File: config.mk
export PLATFORM = sky130hd
export DESIGN_NAME = bch15_enc_arbiter
export DESIGN_NICKNAME = d
export VERILOG_FILES = /design/src/rtl/bch_encoder.sv /design/src/rtl/bch15_enc_arbiter.sv
export SDC_FILE = /design/constraint.sdc
export NUM_CORES = 1
export LEC_CHECK = 0
export BUFFER_PORTS_ARGS = -buffer_cell sky130_fd_sc_hd__buf_2
export CAP_MARGIN = 0
export CORE_MARGIN = 2
export CORE_UTILIZATION = 46
export CTS_CLUSTER_SIZE = 14
export DETAILED_ROUTE_END_ITERATION = 12
export PLACE_DENSITY_LB_ADDON = 0.1
export SETUP_SLACK_MARGIN = 0.4
export SLEW_MARGIN = 20
export SYNTH_ARGS = -nofsm -noshare
export SYNTH_HDL_FRONTEND = slang
export SYNTH_HIERARCHICAL = 1
export SYNTH_SLANG_ARGS = --single-unit
File: constraint.sdc
create_clock -name clk -period 10.56 [get_ports clk]
set_input_delay 2.112 -clock clk [delete_from_list [all_inputs] [get_ports clk]]
set_output_delay 2.112 -clock clk [all_outputs]
set_load 0.01 [all_outputs]
File: src/rtl/bch_encoder.sv
// bch_encoder: combinational systematic BCH(15,7) double-error-correcting encoder.
// Generator polynomial g(x) = x^8 + x^7 + x^6 + x^4 + 1 (0x1D1).
// Ports:
//   msg      - 7-bit message
//   codeword - {msg, parity}; message in [14:8], parity in [7:0]
module bch_encoder (
  input  logic [6:0]  msg,
  output logic [14:0] codeword
);

  logic [7:0] parity;

  // Bit-serial LFSR division of msg(x) * x^8 by g(x), fully unrolled.
  always_comb begin
    logic fb;
    parity = 8'h00;
    for (int i = 6; i >= 0; i--) begin
      fb     = msg[i] ^ parity[7];
      parity = {parity[6:0], 1'b0};
      if (fb) begin
        parity = parity ^ 8'hD1;
      end
    end
  end

  assign codeword = {msg, parity};

endmodule

File: src/rtl/bch15_enc_arbiter.sv
// bch15_enc_arbiter: round-robin arbiter sharing one BCH(15,7) encoder among NUM_REQ
// requesters. The granted message is encoded, tagged with the requester index and
// pushed into a 2-entry output FIFO with valid/ready backpressure.
// Ports:
//   clk, rst_n  - clock, asynchronous active-low reset
//   req_valid   - per-requester message valid
//   req_msg     - requester i message at [7i+6:7i]
//   req_ready   - one-hot grant (combinational from req_valid, rr pointer, fifo count)
//   cw_valid    - FIFO head valid
//   cw_ready    - sink accepts head
//   cw_data     - head codeword (registered)
//   cw_id       - head requester index (registered)
//   enc_count   - accepted-message counter, wraps at 16 bits
module bch15_enc_arbiter #(
  parameter int unsigned NUM_REQ = 4,
  parameter int unsigned IDW     = 2
) (
  input  logic                 clk,
  input  logic                 rst_n,
  input  logic [NUM_REQ-1:0]   req_valid,
  input  logic [7*NUM_REQ-1:0] req_msg,
  output logic [NUM_REQ-1:0]   req_ready,
  output logic                 cw_valid,
  input  logic                 cw_ready,
  output logic [14:0]          cw_data,
  output logic [IDW-1:0]       cw_id,
  output logic [15:0]          enc_count
);

  logic [1:0]     count_q, count_d;
  logic [IDW-1:0] rr_ptr_q, rr_ptr_d;
  logic [14:0]    head_data_q, head_data_d, tail_data_q, tail_data_d;
  logic [IDW-1:0] head_id_q, head_id_d, tail_id_q, tail_id_d;
  logic [15:0]    enc_count_q;

  logic           space;
  logic           grant_any;
  logic [IDW-1:0] gnt_idx;
  logic [6:0]     sel_msg;
  logic [14:0]    enc_cw;
  logic           push, pop;

  // Only the registered count decides space, keeping cw_ready off the ready path.
  assign space = (count_q < 2'd2);

  // Two-pass search: first valid at or above rr_ptr, else lowest valid below it.
  always_comb begin
    logic           hi_found, lo_found;
    logic [IDW-1:0] hi_idx, lo_idx;
    hi_found = 1'b0;
    lo_found = 1'b0;
    hi_idx   = '0;
    lo_idx   = '0;
    for (int i = 0; i < NUM_REQ; i++) begin
      if (!hi_found && req_valid[i] && (IDW'(i) >= rr_ptr_q)) begin
        hi_found = 1'b1;
        hi_idx   = IDW'(i);
      end
      if (!lo_found && req_valid[i]) begin
        lo_found = 1'b1;
        lo_idx   = IDW'(i);
      end
    end
    grant_any = space & (hi_found | lo_found);
    gnt_idx   = hi_found ? hi_idx : lo_idx;
  end

  // Ready is forced low while reset is asserted.
  always_comb begin
    req_ready = '0;
    for (int i = 0; i < NUM_REQ; i++) begin
      req_ready[i] = rst_n & grant_any & (gnt_idx == IDW'(i));
    end
  end

  always_comb begin
    sel_msg = 7'h00;
    for (int i = 0; i < NUM_REQ; i++) begin
      if (gnt_idx == IDW'(i)) begin
        sel_msg = req_msg[7*i +: 7];
      end
    end
  end

  bch_encoder u_enc (
    .msg      (sel_msg),
    .codeword (enc_cw)
  );

  assign push = grant_any;
  assign pop  = cw_valid & cw_ready;

  always_comb begin
    rr_ptr_d = rr_ptr_q;
    if (grant_any) begin
      rr_ptr_d = (gnt_idx == IDW'(NUM_REQ - 1)) ? '0 : gnt_idx + 1'b1;
    end
  end

  always_comb begin
    count_d     = count_q;
    head_data_d = head_data_q;
    head_id_d   = head_id_q;
    tail_data_d = tail_data_q;
    tail_id_d   = tail_id_q;
    case (count_q)
      2'd0: begin
        if (push) begin
          head_data_d = enc_cw;
          head_id_d   = gnt_idx;
          count_d     = 2'd1;
        end
      end
      2'd1: begin
        if (push && pop) begin
          head_data_d = enc_cw;
          head_id_d   = gnt_idx;
        end else if (push) begin
          tail_data_d = enc_cw;
          tail_id_d   = gnt_idx;
          count_d     = 2'd2;
        end else if (pop) begin
          count_d = 2'd0;
        end
      end
      2'd2: begin
        if (pop) begin
          head_data_d = tail_data_q;
          head_id_d   = tail_id_q;
          count_d     = 2'd1;
        end
      end
      default: count_d = 2'd0;
    endcase
  end

  always_ff @(posedge clk or negedge rst_n) begin
    if (!rst_n) begin
      count_q     <= 2'd0;
      rr_ptr_q    <= '0;
      head_data_q <= 15'h0000;
      head_id_q   <= '0;
      tail_data_q <= 15'h0000;
      tail_id_q   <= '0;
      enc_count_q <= 16'h0000;
    end else begin
      count_q     <= count_d;
      rr_ptr_q    <= rr_ptr_d;
      head_data_q <= head_data_d;
      head_id_q   <= head_id_d;
      tail_data_q <= tail_data_d;
      tail_id_q   <= tail_id_d;
      if (push) begin
        enc_count_q <= enc_count_q + 16'd1;
      end
    end
  end

  assign cw_valid  = (count_q != 2'd0);
  assign cw_data   = head_data_q;
  assign cw_id     = head_id_q;
  assign enc_count = enc_count_q;

endmodule

== After elaboration in Yosys (flattened, before gate mapping) ==
Cells that the tools add are included.

* Equality and inequality tests: 10
* Reduce and logical (&&, ||, !) cells: 24
* Multiplexer cells: 41
* $lt $le $gt $ge: 5
* Add/subtract/negate cells: 2
* Bitwise gates (word level): 21

{| class="wikitable"
|+ Operator list
! operator !! count
|-
| $mux 8 || 7
|-
| $mux 15 || 3
|-
| $pmux 15 s3 || 1
|-
| $mux 2 || 14
|-
| $mux 7 || 4
|-
| $not 4->4 || 6
|-
| $add 16x1->16 const B || 1
|-
| $pmux 2 s3 || 2
|-
| $logic_and 1x1->1 || 11
|-
| $mux 1 || 10
|-
| $ne 2x2->1 const B || 4
|-
| $reduce_and 4->1 || 2
|-
| $and 1x1->1 || 7
|-
| $eq 2x2->1 const B || 3
|-
| $logic_not 1->1 || 6
|-
| $xor 1x1->1 || 6
|-
| $eq 2x1->1 const B || 2
|-
| $ge 1x2->1 const A || 2
|-
| $ge 2x2->1 const A || 2
|-
| $logic_not 2->1 || 2
|-
| $ne 3x3->1 const B || 1
|-
| $reduce_and 3->1 || 1
|-
| $reduce_bool 3->1 || 1
|-
| $add 2x1->2 const B || 1
|-
| 4 further kinds || 4
|}

* Input port bits: 35
* Word-level logic and storage cells: 110
* Flip-flop bits (word level): 54

== Depth between registers and ports, before layout ==
Gate-level depths: netlist of run 1.

* Word-level depth: 36
* Gate-level depth with buffers: 14

== By module ==
Netlist of run 1, hierarchy kept.

{| class="wikitable"
|+ Modules (own cells, without submodules)
! module !! instances !! cells each !! sequential area each (µm²) !! area each (µm²)
|-
| bch15_enc_arbiter || 1 || 235 || 1351.3 || 2832.7
|-
| bch_encoder || 1 || 22 || 0.0 || 241.5
|}

== Least setup slack after synthesis of run 1 ==
OpenSTA, ideal clock, no wires.

* Path kind: input -> output
* Start point: input req_valid[2]
* End point: output req_ready[3]
* Cell stages on the path: 8
* Data arrival time: 3.500 ns
* Setup slack: 4.948 ns
* Path through: and3b_1 a31oi_1 nand2_1 inv_1 ha_1 clkbuf_1 clkbuf_1 and3_1

{| class="wikitable"
|+ RTL lines
! item !! line !! RTL
|-
| from (decl) || bch15_enc_arbiter.sv:20 || <nowiki>input logic [NUM_REQ-1:0] req_valid,</nowiki>
|-
| $logic_and 1x1->1 (2 in a row) || bch15_enc_arbiter.sv:55 || <nowiki>if (!hi_found && req_valid[i] && (IDW'(i) >= rr_ptr_q)) begin</nowiki>
|-
| $mux 1 || bch15_enc_arbiter.sv:55 ||
|-
| $logic_not 1->1 || bch15_enc_arbiter.sv:55 ||
|-
| $logic_and 1x1->1 (2 in a row) || bch15_enc_arbiter.sv:55 ||
|-
| $mux 2 / $mux 1 (equally long branches) || bch15_enc_arbiter.sv:55 ||
|-
| $mux 2 * || bch15_enc_arbiter.sv:65 || <nowiki>gnt_idx = hi_found ? hi_idx : lo_idx;</nowiki>
|-
| named net gnt_idx[0] || bch15_enc_arbiter.sv:38 || <nowiki>logic [IDW-1:0] gnt_idx;</nowiki>
|-
| $eq 2x2->1 * || bch15_enc_arbiter.sv:72 || <nowiki>req_ready[i] = rst_n & grant_any & (gnt_idx == IDW'(i));</nowiki>
|-
| $and 1x1->1 * || bch15_enc_arbiter.sv:72 ||
|-
| to (decl) || bch15_enc_arbiter.sv:22 || <nowiki>output logic [NUM_REQ-1:0] req_ready,</nowiki>
|}

Mark *: on every way through the listed nets, which the timed path passes. The rest lies on a longest branch.

== Final worst setup path of run 1 ==
* Start point: input req_valid[3]
* End point: output req_ready[3]

{| class="wikitable"
|+ RTL lines
! item !! line
|-
| $logic_and 1x1->1 (2 in a row) || bch15_enc_arbiter.sv:55
|-
| $mux 2 / $mux 1 (equally long branches) || bch15_enc_arbiter.sv:55
|-
| $mux 2 * || bch15_enc_arbiter.sv:65
|-
| named net gnt_idx[1] || bch15_enc_arbiter.sv:38
|-
| $eq 2x2->1 * || bch15_enc_arbiter.sv:72
|-
| $and 1x1->1 * || bch15_enc_arbiter.sv:72
|}

Marks and branches as above.

==> metrics.txt, run 1 <==
Sink Count between 50 and 60; Hold Buf Count CTS 0; vias per inst around 5.3; sequential share of power around 29%; Reg2Reg Capture Point cw_data[6]; Reg2Reg Setup Slack approximately 6.6 ns; Syn Nets around 300; clk_lat worst skew approximately 0.30 ns; Hold WC Path Type register to register; Cell Count, Final, Fillers Out 400; area of the multi-input gates 1600 um2; clock transition at the registers of the reported paths 0.11 ns; Fill cells ~570; number of DRC markers in iteration 0 around 100; Synth top area share roughly 44%; Worst Skew 0.0159 ns; first-pass GRT wire length slightly above 10 mm; IO Count 73; dominant synthesized flop cell dfrtp_1; number of setup violations in the final report 0; CTS max path bufs 2; Max-cap violations 0; CTS tree done; Placer Congestion about 0.76; FP Rows 29; Final period util 55.3%; highest clock rate 0.171 GHz; Core ar. roughly 6400 um2; Req. time, crit path roughly 8.5 ns; Initial Util between 40% and 50%; die width roughly 86 um; delay of the slowest critical-path stage ~0.39 ns; Synth cell types 45; antenna violations before repair 0; worst endpoint data arrival time around 3.7 ns; sequential fraction of the synthesis area roughly 44%; layout cell share with drive strength beyond 1 43.3%; failing checks DRC; final hold slack approximately 0.47 ns; r2r startpoint rr_ptr_q[1]; P_int just over 0.0008 W; Min-Delay Startpoint enc_count[15]; htree depth 2; Worst R2R Path Depth 12; Reg area between 1000 and 1500 um2; clock power share between 10 and 15%; fin. max-slew vios 0; Critical Setup Path Class primary input to output pin; DRT antenna net count 0; RSZ-0062 raised after global routing false; Placed Cells roughly 390; top-count cell post-synth dfrtp_1; Worst slew margin between 20 and 30%; Antenna Cells 0; Crit-path slowest cell ha_1; largest net degree at the start of global routing around 60; DRT Pass-1 Iters 11; hpwl dp around 4.3 mm; DR WL/cell roughly 15 um; Least-Margin Pin Slew around 1.1 ns; post-synthesis register bit count between 50 and 60; Final Hold Fails 0; total grt overflow 0; post-synthesis cell area just over 3000 um2; vias in the first global route a little over 2000; PortBufs a little over 70; CP dominant cell by count buf_2; Final #Nets roughly 360; EDFF count, synth 0; chip height between 80 and 90 um; Syn. warnings 6; Cells after Synth 257; TNS Setup 0 ns; Mean Syn Cell Area 12.0 um2; CP endpoint kind output pin; Total Routing Usage GR ~17%; Worst Hold Path Cells 1; switching part of the total power 36.2%; maximum VDD drop 158 uV; Lkg Pwr ~1.7 nW; FFs w/ async S/R, synth 100%; Area Overhead vs Synth 15.7%; status finished, violations left; crit-path cells buf_2 > nand2b_1 > o2bb2ai_1 > o22ai_1 > inv_1 > ha_1 > and3_1 > buf_2; drt drc 4; routed via count roughly 2100; CTS Buf Count 5; hold worst-path end enc_count[15]; Comb power frac approximately 60%; Post-synth top cells dfrtp_1, mux2_2, xnor2_1; number of gates resized after cts 0; Yosys top cell by area dfrtp_1; root buf cell clkbuf_8; Worst setup SP type primary input; sw power 0.000462 W; min Tclk post-route 5.84 ns; setup bufs post-CTS 0; die area 7350 um2; Area contributors post-synth dfrtp_1, mux2_2, xnor2_1; CP Max Fanout 16; total wire length around 6 mm; Cell Pwr Density between 300 and 400 nW/um2
layout make-up:
cell class | count | area share, %
Sequential cell | 54 | 38.0
Inverter | 3 | 0.317
Clock buffer | 6 | 2.32
Timing Repair Buffer | 74 | 10.6
Multi-Input combinational cell | 184 | 45.0
Clock inverter | 2 | 1.09
Tap cell | 77 | 2.71
metal layers:
metal	track usage [%]	wire [um]
met4	3.46	30
met5	0	0
met1	25.6	2940
met3	3.08	362
met2	25.8	2660
logic make-up after synthesis:
group / after synthesis / synth area share [%]
muxes: 47 / 18.4
xor gates and xnor gates: 30 / 10.4
DFF: 54 / 44.0
and+or+nand+nor: 72 / 14.1
buffers and inverters: 19 / 3.99
adders and majority gates: 5 / 2.04
AOI/OAI and AO/OA: 30 / 7.12
how the worst max path moves through the flow:
stage | startpoint | endpoint | depth (start not counted)
floorplan | req_valid[2] | req_ready[3] | 8
global placement | req_valid[2] | req_ready[3] | 8
detailed placement | req_valid[3] | req_ready[3] | 8
CTS | req_valid[3] | req_ready[3] | 8
global route | req_valid[2] | req_ready[3] | 8
finish | req_valid[3] | req_ready[3] | 8
worst max-delay path, delay by kind of cell:
family	cells	cell delay, ns
adder cells (fa/ha/maj)	1	0.39
AND/OR/NAND/NOR	2	0.37
buffers and inverters	3	0.40
AO/OA/AOI/OAI	2	0.45
layout by cell type (no fill, tap or decap), types with 2 or more instances in the layout:
master,count
xor2_1,7
nand3b_1,2
nand2_1,15
buf_4,2
or2_2,2
inv_1,2
xnor3_1,2
and3_1,7
nor3_1,3
o31ai_1,7
a221oi_1,7
nand3_1,8
ha_1,5
mux2_4,10
a311oi_1,2
a21oi_1,4
o22ai_1,2
nand4_1,6
xnor2_1,18
o21ai_0,3
mux2_2,36
dfrtp_1,54
clkbuf_8,6
nor2b_1,9
nor2_4,2
xnor2_2,2
nor2_1,8
buf_2,72
nand2b_1,3
power groups by stage:
stage | clock [W] | sequential (W) | combinational [W]
final | 0.000146 | 0.000366 | 0.000766
after CTS | 0.000151 | 0.000366 | 0.000779
after detailed placement | 0 | 0.000371 | 0.000774
after floorplan | 0 | 0.000379 | 0.000627
after global routing | 0.000159 | 0.000379 | 0.000842
after global placement | 0 | 0.000367 | 0.000763
metrics by stage:
step,setup WS [ns],total power [W],utilization [%],area (um2)
after global placement,4.79,0.00113,53.5,3430
final,4.72,0.00128,55.4,3560
after global routing,4.52,0.00138,55.4,3560
after CTS,4.70,0.00130,55.4,3560
after floorplan,4.95,0.00101,-,3070
after detailed placement,4.70,0.00114,53.5,3430
registers in the layout, summed over array words and instances, names as in the netlist:
signal	count
count_q	2
cw_data	15
cw_id	2
enc_count	16
rr_ptr_q	2
tail_data_q	15
tail_id_q	2
(Power assumes the default switching activity.)
==> run 2: changes to the inputs <==
==> constraint.sdc (replaced) <==
create_clock -name clk -period 4.8 [get_ports clk]
set_input_delay 0.96 -clock clk [delete_from_list [all_inputs] [get_ports clk]]
set_output_delay 0.96 -clock clk [all_outputs]
set_load 0.01 [all_outputs]
==> run 2 against run 1 <==
  * The flow now finishes without violations
  * Sequential power is 120% higher
  * Worst hold slack better by 0.011 ns
  * First-iteration DRC count is 5.9% lower
  * Count of clock-buffer cells in the layout is 1 lower
  * Design area is 0.42% lower
  * Total power is 120% higher
  * Global-route usage is 0.68 points higher
  * Sequential cell count stayed put
  * Largest power group unchanged
==> metrics.txt, run 2 (synthesized netlist as in run 1, its figures left out) <==
IO Count 73; switching part of the total power 36.9%; Core Util, Final approximately 55%; hpwl dp around 4.5 mm; Comb power frac between 60% and 70%; PnR worst setup slack 0.733 ns; chip height 85.8 um; CP endpoint kind register; htree depth 2; met3 WL roughly 330 um; area of the multi-input gates 1610 um2; status finished, final reports clean; root buf cell clkbuf_8; Initial Util 47.9%; first-pass GRT wire length 10.3 mm; clock power share 8.7%; Worst slew margin between 30% and 40%; TNS Setup 0 ns; Critical Setup Path Class primary input to register; vias in the first global route approximately 2100; Final Hold Fails 0; DRT met1 WL approximately 3.1 mm; FP Rows 29; instance area after placement 3460 um2; Placer Congestion 0.751; Worst R2R Path Depth 12; number of setup violations in the final report 0; max reg flops 16; DR WL met2 roughly 2.7 mm; CTS max path bufs 2; Antenna Cells 0; Hold WC Path Type register to register; Final #Nets roughly 370; DRT Pass-1 Iters 8; antenna violations before repair 0; Core ar. between 6000 and 7000 um2; CTS tree done; die width 85.8 um; DR WL/cell ~16 um; Final period util between 80 and 90%; Cell Count, Final, Fillers Out 402; design area 3540 um2; Req. time, crit path 4.99 ns; DRT antenna net count 0; r2r startpoint rr_ptr_q[1]; Reg2Reg Capture Point cw_data[4]; sequential share of power just under 30%; drt drc 0; Worst Hold Path Cells 2; Sink Count 54; Max-cap violations 0; clk_lat worst skew around 0.30 ns; most common cell after layout, fill and taps aside buf_2; Top Metal Used met4; die area between 7000 and 8000 um2; CTS Buf Count 5; Worst Skew just over 0.005 ns; CP Capture Point cw_data[4]; Total Routing Usage GR 17.7%; dpl ws around 0.22 ns; layout cell share with drive strength beyond 1 a little over two fifths; routed via count 2110; vias per inst roughly 5.2; most frequent cells in the layout buf_2, dfrtp_1, mux2_2; Reg2Reg Setup Slack 1.02 ns; min Tclk post-route about 4 ns; sw power 0.00102 W; setup bufs post-CTS 0; fin. max-slew vios 0; RSZ-0062 raised after global routing false; Lkg Pwr around 1.7 nW; Placed Cells 395; Area Overhead vs Synth 15.2%; crit path from req_valid[3]; Fill cells between 500 and 600; Worst setup SP type primary input; PortBufs 72; highest clock rate ~0.25 GHz; clock transition at the registers of the reported paths 0.09 ns; CP Max Fanout 6; worst endpoint data arrival time between 4 and 5 ns; Reg area about 1400 um2; number of DRC markers in iteration 0 96; largest net degree at the start of global routing 55; P_int about 0.0017 W; Cell Pwr Density between 700 and 800 nW/um2; Least-Margin Pin Slew slightly above 0.9 ns; total wire length between 6 and 7 mm; total grt overflow 0; maximum VDD drop around 290 uV
==> run 2: critical path, cell delays in order <==
cell	delay, ns
buf_2	0.14
nand2b_1	0.15
o2bb2ai_1	0.12
o22ai_1	0.33
ha_1	0.25
nor2b_1	0.36
a221oi_1	0.15
o31ai_1	0.68
xnor2_2	0.21
xnor3_1	0.37
mux2_2	0.27
mux2_4	0.26
==> run 2: power groups by stage <==
| stage | Sequential [W] | Combinational, W | Clock (W) |
|---|---|---|---|
| floorplan | 0.000834 | 0.00138 | 0 |
| detailed placement | 0.000816 | 0.00172 | 0 |
| global placement | 0.000808 | 0.00170 | 0 |
| finish | 0.000806 | 0.00172 | 0.000242 |
| CTS | 0.000805 | 0.00174 | 0.000253 |
| global route | 0.000834 | 0.00188 | 0.000272 |
==> run 2: final cells by class <==
cell class                      instances  share of cell area [%]
Sequential cell                        54                    38.2
Tap cell                               77                    2.72
Inverter                                3                   0.318
Clock inverter                          2                   0.283
Multi-Input combinational cell        184                    45.3
Timing Repair Buffer                   77                    11.2
Clock buffer                            5                    1.94
==> run 2: how the worst min path moves through the flow <==
stage                       start            end
detailed placement   tail_id_q[0]   tail_id_q[0]
floorplan            tail_id_q[0]   tail_id_q[0]
global placement    enc_count[15]  enc_count[15]
CTS                  tail_id_q[0]   tail_id_q[0]
global route        enc_count[13]  enc_count[13]
finish               tail_id_q[0]   tail_id_q[0]
==> run 2: per-stage QoR <==
stage,hold WS [ns],power (W)
final,0.478,0.00277
after global routing,0.513,0.00298
after CTS,0.484,0.00280
after detailed placement,0.463,0.00254
after global placement,0.456,0.00250
after floorplan,0.441,0.00221
==> run 2: repair_timing <==
item / CTS / global route
endpoints found under the setup margin: 0 / 1
hold buffers: 0 / 0
resized for setup: 0 / 2
endpoints found under the hold margin: 0 / 0
==> run 2: per-layer routing <==
layer / track usage (%) / up-vias
li1: - / 1050
met1: 25.8 / 991
met2: 27.0 / 63
met3: 3.56 / 6
met4: 4.76 / 0
met5: 0 / -
